## src/rtl/comp_run_ctrl.sv

```systemverilog
// -----------------------------------------------------------------------------
// comp_run_ctrl
//
// Boot/run sequencer for the `comp` core. It streams a program image from a
// host into core memory through the core's out-of-band write port, holds the
// core in reset while loading and for a few cycles afterwards, then lets the
// core run until it raises halt. Every word the core emits on out/outen while
// running is captured into a small FIFO that the host drains at its own pace.
//
// Optional feature (compile-time macro COMP_CTRL_TIMEOUT_EN):
//   defined   : a run that has not halted after MAX_CYCLES cycles is ended and
//               timed_out is raised.
//   undefined : a run ends only on halt; timed_out is tied low and MAX_CYCLES
//               has no effect.
//
// Parameters
//   IMG_WORDS   words written per load (addresses 0..IMG_WORDS-1)
//   OUT_DEPTH   capture FIFO depth in words (power of 2)
//   RST_CYCLES  cycles core_rst stays high after the load completes (>= 1)
//   MAX_CYCLES  run-cycle limit (timeout build only)
//
// Ports
//   clk, rst            clock; synchronous active-high reset
//   start               pulse, starts a load from IDLE or DONE
//   img_valid/img_data  host image stream; img_ready is high only in LOAD
//   oob_wen/oob_wr_addr/oob_wr_data  registered writes into core memory
//   core_rst            registered reset to the core
//   halt, outen, out    core status and output stream (used only in RUN)
//   rd_en/rd_data/rd_empty/out_count  host side of the capture FIFO
//   overflow            sticky: a captured word was dropped (FIFO full)
//   busy, done          LOAD/CORE_RST/RUN and DONE state indications
//   timed_out           the last run was ended by the cycle limit
//   run_cycles          cycles spent in RUN for the current or last run
// -----------------------------------------------------------------------------
module comp_run_ctrl #(
  parameter int unsigned IMG_WORDS  = 256,
  parameter int unsigned OUT_DEPTH  = 32,
  parameter int unsigned RST_CYCLES = 2,
  parameter int unsigned MAX_CYCLES = 100000
) (
  input  logic                         clk,
  input  logic                         rst,
  input  logic                         start,
  // host image stream
  input  logic                         img_valid,
  input  logic [31:0]                  img_data,
  output logic                         img_ready,
  // core out-of-band write port and reset
  output logic                         oob_wen,
  output logic [31:0]                  oob_wr_addr,
  output logic [31:0]                  oob_wr_data,
  output logic                         core_rst,
  // core status / output stream
  input  logic                         halt,
  input  logic                         outen,
  input  logic [31:0]                  out,
  // host side of the capture FIFO
  input  logic                         rd_en,
  output logic [31:0]                  rd_data,
  output logic                         rd_empty,
  output logic [$clog2(OUT_DEPTH):0]   out_count,
  output logic                         overflow,
  // status
  output logic                         busy,
  output logic                         done,
  output logic                         timed_out,
  output logic [31:0]                  run_cycles
);

  // ---------------------------------------------------------------------------
  // Local sizes
  // ---------------------------------------------------------------------------
  localparam int unsigned PTR_W = (OUT_DEPTH > 1) ? $clog2(OUT_DEPTH) : 1;
  localparam int unsigned CNT_W = $clog2(OUT_DEPTH) + 1;
  localparam int unsigned RCW   = (RST_CYCLES > 1) ? $clog2(RST_CYCLES) : 1;

  localparam logic [31:0]       LAST_IDX  = 32'(IMG_WORDS - 1);
  localparam logic [RCW-1:0]    RST_LAST  = RCW'(RST_CYCLES - 1);
  localparam logic [CNT_W-1:0]  FIFO_FULL = CNT_W'(OUT_DEPTH);
  localparam logic [PTR_W-1:0]  PTR_LAST  = PTR_W'(OUT_DEPTH - 1);

  typedef enum logic [2:0] {
    S_IDLE,
    S_LOAD,
    S_CORE_RST,
    S_RUN,
    S_DONE
  } state_t;

  // ---------------------------------------------------------------------------
  // Declarations
  // ---------------------------------------------------------------------------
  state_t             state;
  logic [31:0]        word_idx;     // next image address to be written
  logic [RCW-1:0]     rst_cnt;      // cycles already spent in CORE_RST

  logic               start_ok;     // start accepted this cycle
  logic               in_run;
  logic               cycle_limit;  // run has reached its cycle budget

  logic [31:0]        fifo_mem [OUT_DEPTH];
  logic [PTR_W-1:0]   wr_ptr;
  logic [PTR_W-1:0]   rd_ptr;
  logic [CNT_W-1:0]   count;
  logic               fifo_full;
  logic               cap_req;      // core presents a word this cycle
  logic               do_push;
  logic               do_pop;

  // ---------------------------------------------------------------------------
  // Decoded state and handshake terms
  // ---------------------------------------------------------------------------
  assign start_ok  = start && ((state == S_IDLE) || (state == S_DONE));
  assign in_run    = (state == S_RUN);
  assign img_ready = (state == S_LOAD);
  assign busy      = (state == S_LOAD) || (state == S_CORE_RST) || in_run;
  assign done      = (state == S_DONE);

`ifdef COMP_CTRL_TIMEOUT_EN
  assign cycle_limit = (run_cycles == 32'(MAX_CYCLES - 1));
`else
  assign cycle_limit = 1'b0;
`endif

  // ---------------------------------------------------------------------------
  // Sequencer
  //
  // oob_wen defaults low every cycle so a write strobe lasts exactly one cycle
  // per accepted image word. The address/data registers simply hold their last
  // value while the strobe is low.
  // ---------------------------------------------------------------------------
  // NOTE: state lives in always_ff with non-blocking (<=) assignments only, so
  // every register samples the pre-edge values regardless of statement order.
  always_ff @(posedge clk) begin
    if (rst) begin
      state       <= S_IDLE;
      word_idx    <= '0;
      rst_cnt     <= '0;
      oob_wen     <= 1'b0;
      oob_wr_addr <= '0;
      oob_wr_data <= '0;
      core_rst    <= 1'b1;
      run_cycles  <= '0;
    end else begin
      oob_wen <= 1'b0;

      unique case (state)
        S_IDLE, S_DONE: begin
          if (start) begin
            state      <= S_LOAD;
            word_idx   <= '0;
            run_cycles <= '0;
            core_rst   <= 1'b1;
          end
        end

        S_LOAD: begin
          if (img_valid) begin
            oob_wen     <= 1'b1;
            oob_wr_addr <= word_idx;
            oob_wr_data <= img_data;
            word_idx    <= word_idx + 32'd1;
            // The final write still lands on the cycle after this handshake,
            // overlapping the first CORE_RST cycle.
            if (word_idx == LAST_IDX) begin
              state   <= S_CORE_RST;
              rst_cnt <= '0;
            end
          end
        end

        S_CORE_RST: begin
          // core_rst is dropped on the transition so it is already low in the
          // first RUN cycle.
          if (rst_cnt == RST_LAST) begin
            state    <= S_RUN;
            core_rst <= 1'b0;
          end else begin
            rst_cnt <= rst_cnt + 1'b1;
          end
        end

        S_RUN: begin
          run_cycles <= run_cycles + 32'd1;
          if (halt || cycle_limit) begin
            state    <= S_DONE;
            core_rst <= 1'b1;
          end
        end

        default: begin
          state    <= S_IDLE;
          core_rst <= 1'b1;
        end
      endcase
    end
  end

  // ---------------------------------------------------------------------------
  // Timeout flag. halt has priority in the limit cycle, so a core that halts
  // exactly at the budget is not reported as timed out.
  // ---------------------------------------------------------------------------
`ifdef COMP_CTRL_TIMEOUT_EN
  always_ff @(posedge clk) begin
    if (rst || start_ok) begin
      timed_out <= 1'b0;
    end else if (in_run && !halt && cycle_limit) begin
      timed_out <= 1'b1;
    end
  end
`else
  assign timed_out = 1'b0;
`endif

  // ---------------------------------------------------------------------------
  // Capture FIFO
  //
  // A word offered while the FIFO is full is dropped even if the host pops in
  // the same cycle; fullness is judged on the pre-edge occupancy.
  // ---------------------------------------------------------------------------
  function automatic logic [PTR_W-1:0] ptr_inc(input logic [PTR_W-1:0] p);
    return (p == PTR_LAST) ? '0 : p + 1'b1;
  endfunction

  assign fifo_full = (count == FIFO_FULL);
  assign cap_req   = in_run && outen;
  assign do_push   = cap_req && !fifo_full;
  assign do_pop    = rd_en && (count != '0);

  always_ff @(posedge clk) begin
    if (rst || start_ok) begin
      wr_ptr   <= '0;
      rd_ptr   <= '0;
      count    <= '0;
      overflow <= 1'b0;
    end else begin
      if (do_push) begin
        wr_ptr <= ptr_inc(wr_ptr);
      end
      if (do_pop) begin
        rd_ptr <= ptr_inc(rd_ptr);
      end
      unique case ({do_push, do_pop})
        2'b10:   count <= count + 1'b1;
        2'b01:   count <= count - 1'b1;
        default: count <= count;
      endcase
      if (cap_req && fifo_full) begin
        overflow <= 1'b1;
      end
    end
  end

  // NOTE: the storage array has no reset; its contents are only observable
  // through rd_ptr/count, which are reset, so clearing it would buy nothing.
  always_ff @(posedge clk) begin
    if (do_push) begin
      fifo_mem[wr_ptr] <= out;
    end
  end

  assign rd_data   = fifo_mem[rd_ptr];
  assign rd_empty  = (count == '0);
  assign out_count = count;

endmodule

```

## config.mk

```make
export PLATFORM = sky130hd
export DESIGN_NAME = comp_run_ctrl
export DESIGN_NICKNAME = d
export VERILOG_FILES = /design/src/rtl/comp_run_ctrl.sv
export SDC_FILE = /design/constraint.sdc
export NUM_CORES = 1
export LEC_CHECK = 0
export BUFFER_PORTS_ARGS = -buffer_cell sky130_fd_sc_hd__buf_2
export CAP_MARGIN = 15
export CORE_ASPECT_RATIO = 1.25
export CORE_UTILIZATION = 55
export CTS_CLUSTER_SIZE = 14
export DETAILED_ROUTE_END_ITERATION = 6
export HOLD_SLACK_MARGIN = 0.06
export PLACE_DENSITY = 0.7
export SYNTH_ARGS = -nofsm -noshare
export SYNTH_HDL_FRONTEND = slang
export SYNTH_SLANG_ARGS = --single-unit
```

## constraint.sdc

```tcl
create_clock -name clk -period 8.4 [get_ports clk]
set_clock_uncertainty 0.05 [all_clocks]
set_input_delay 1.68 -clock clk [delete_from_list [all_inputs] [get_ports clk]]
set_output_delay 1.68 -clock clk [all_outputs]
set_load 0.02 [all_outputs]
```

==> results.md <==
* Worst endpoint required time at 6.67 ns
* P per Cell Area at 219 mW/mm²
* Avg Inst Size Synth at 16.7 µm²
* HP Class: reg2reg
* Die area at 0.0852 mm²
* FFs w/ async S/R, synth at 0%
* Clock Sinks at 1180
* Hold slack at 0.402 ns
* Postcts setup bufs at 0
* Static leakage at 16.5 nW
* Max Cap Viol at 0
* GPL Wtd Cong at 0.803
* Detail Placement HPWL at 60.2 mm
* Crit start category: flop
* Rel. slew slack at 20.4%
* #FFs+latches synth at 1180
* Largest family of logic cells by synthesized area: multiplexers
* DR vias/cell at 6.29
* Layout cell share with drive strength beyond 1 at 26.7%
* Synth top area cells: edfxtp_1 (67%), dfxtp_1 (6.8%), mux4_2 (6.2%)
* RSZ-0062 raised after global routing: no
* Post-synthesis xor/xnor area fraction at 0.208%
* Number of global-route vias before repair at 26564
* Post-route minimum period at 6.18 ns
* Crit path kind: reg2out
* Nets@finish at 3054
* TritonCTS Buffers at 110
* Fill cells at 5840
* CORE AREA at 0.0830 mm²
* Aggregate global-route resource usage at 26.6%
* Netlist cell types at 70
* DRC at 8
* CTS tree: built
* Area of the multi-input gates at 0.0118 mm²
* Design Area, Final at 0.0522 mm²
* Drt total wl at 112 mm
* Fin. Hold Viols at 0
* Slew @ Worst Pin at 1.19 ns
* Worst-path fanout max at 51
* Initial Util at 55.7%
* Die extent in x at 261 µm
* Vias at 26075
* Setup TNS at 0 ns
* Initial DRC Count at 2841
* Largest net degree at the start of global routing at 175
* Post-route clock period utilization at 73.6%
* Drt wl/cell at 26.9 µm
* Share of the synthesized area in the top cell type at 66.5%
* Clock transition at path regs at 0.06 ns
* Endpoints failing setup at 0
* Sequential fraction of the synthesis area at 73.3%
* Drt pass-1 iters at 7
* Global-route wire length before repair at 167 mm
* Synth Area in Compound Gates at 6.31%
* Synth Area in Adders at 0.325%
* Post-layout instance count excluding filler cells at 4148
* Syn nets at 2856
* Clock buffer depth at 3
* DP Cell Count at 3938
* Detail Route Antenna Nets at 0
* Yosys Warn Count at 0
* Count of hold-fix buffers inserted at cts at 0
* Critical Path Sink Type: output pin
* Initial antenna violation count at 5
* IO Port Bufs at 211
* EDFF count, synth at 1024
* Worst IR drop on VDD at 0.193 mV
* Num ports at 213
* Final Slew Violations at 0
* Area grow syn2layout at 12.9%
* Post-CTS sizing at 0
* Mux share of post-synthesis cell area at 11.4%
* H-tree levels at 3
* Post-Syn Instances at 2773
* Die Ht at 326 µm
* Failing checks: DRC
* Final global-route overflow total at 0
* Root buffer cell: clkbuf_16
* F_max at 162 MHz
* Post-synth top flop: edfxtp_1
* Sequential Area at 0.0339 mm²
* Syn Std Cell Area at 0.0462 mm²
* Post-synth top area cell: edfxtp_1
* CP Data Arrival Time at 4.45 ns
* Site Rows at 118
* Synth Area in Simple Gates at 6.74%
* Status: finished with violations
* Clk Latency, worst-skew pair at 0.70 ns
* DP Area at 0.0486 mm²
power breakdown:
group | leakage (nW) | total [mW] | switching [mW] | internal, mW
sequential | 10.5 | 6.37 | 0.00545 | 6.37
combinational | 4.34 | 0.152 | 0.124 | 0.0284
clock | 1.74 | 4.90 | 2.14 | 2.77
total | 16.5 | 11.4 | 2.27 | 9.16
worst max-delay path, cell delays in order, from the launching register on:
cell and delay [ns]:
dfxtp_4 1.01, buf_4 0.90, mux4_2 0.60, a22o_1 0.24, or4_1 0.65, buf_2 0.23
per-stage QoR:
stage	setup WS [ns]	power, mW	util [%]
after floorplan	4.40	6.55	-
after global placement	2.91	6.64	58.6
after detailed placement	2.89	6.65	58.6
after CTS	2.14	11.5	62.9
after global routing	1.97	11.7	62.9
final	2.22	11.4	62.9
routing by layer:
| layer | up-vias | part of all wire (%) | GRT usage, % |
|---|---|---|---|
| li1 | 11411 | - | - |
| met5 | - | 0.033 | 0 |
| met1 | 13274 | 38 | 34.2 |
| met3 | 193 | 7.4 | 4.07 |
| met2 | 1191 | 52 | 45.9 |
| met4 | 6 | 3.0 | 8.85 |
synth_stat cells, drive strengths merged, types with 3 or more instances:
cell and n:
edfxtp 1024, mux2 198, nand2 175, dfxtp 156
clkbuf 132, mux4 128, a21oi 116, o21ai 83
nor3 76, nor2 73, nor2b 66, a211oi 65
a22o 64, o22ai 64, or4 54, buf 46
nand3 29, or3 26, o31ai 15, mux2i 14
nand4 14, inv 13, and3 12, ha 12
o211ai 12, and4 11, nor4 9, xor2 9
nand3b 8, nand2b 6, o311ai 6, or2 6
or4b 5, a31oi 4, and2 4, nor3b 4
o2111ai 4, nand4bb 3, o41ai 3, or3b 3
layout by cell type, fill, tap and decap left out, drive strengths merged, types with 8 or more instances in the layout:
cell type / netlist / layout
and4: 11 / 11
edfxtp: 1024 / 1024
nor2: 73 / 73
a21oi: 116 / 116
or4: 54 / 54
o21ai: 83 / 83
o211ai: 12 / 12
clkbuf: 132 / 138
bufinv: 0 / 9
nor2b: 66 / 66
mux2: 198 / 198
nor4: 9 / 9
a22o: 64 / 64
xor2: 9 / 9
ha: 12 / 12
nand3b: 8 / 8
clkinv: 1 / 52
inv: 13 / 15
nand3: 29 / 29
nand2: 175 / 175
mux2i: 14 / 14
o22ai: 64 / 64
buf: 46 / 264
a211oi: 65 / 65
nor3: 76 / 76
and3: 12 / 12
mux4: 128 / 128
nand4: 14 / 14
or3: 26 / 26
o31ai: 15 / 15
dfxtp: 156 / 156
final cells by class:
class	instances	area share, %
Antenna cell	3	0.0144
Clock buffer	138	5.65
Clock inverter	68	1.19
Inverter	14	0.101
Multi-Input combinational cell	1401	22.7
Sequential cell	1180	64.9
Tap cell	1080	2.59
Timing Repair Buffer	264	2.83
final timing paths:
kind / slack, ns / cells past startpoint / startpoint / end
worst min register to register: 0.40 / 2 / oob_wr_data[5] / oob_wr_data[5]
worst max-delay path: 2.22 / 5 / flop / rd_data[4]
worst min-delay path: 0.40 / 2 / oob_wr_data[5] / oob_wr_data[5]
worst max register to register: 4.67 / 6 / state[0] / fifo_mem[11][12]
logic make-up after synthesis:
kind of cell | after synthesis
compound gates | 449
xor+xnor | 11
flops | 1180
other cells | 1
simple gates | 588
buf+inv | 192
fa+ha+maj | 12
mux | 340
sequential cells by signal, summed over array words and instances, names as in the netlist, 5 cells and up, named ones only:
signal / cells
rd_ptr: 5
run_cycles: 32
out_count: 6
word_idx: 32
wr_ptr: 5
oob_wr_addr: 32
fifo_mem: 1024
oob_wr_data: 32
Power figures use the tool's default switching activity.
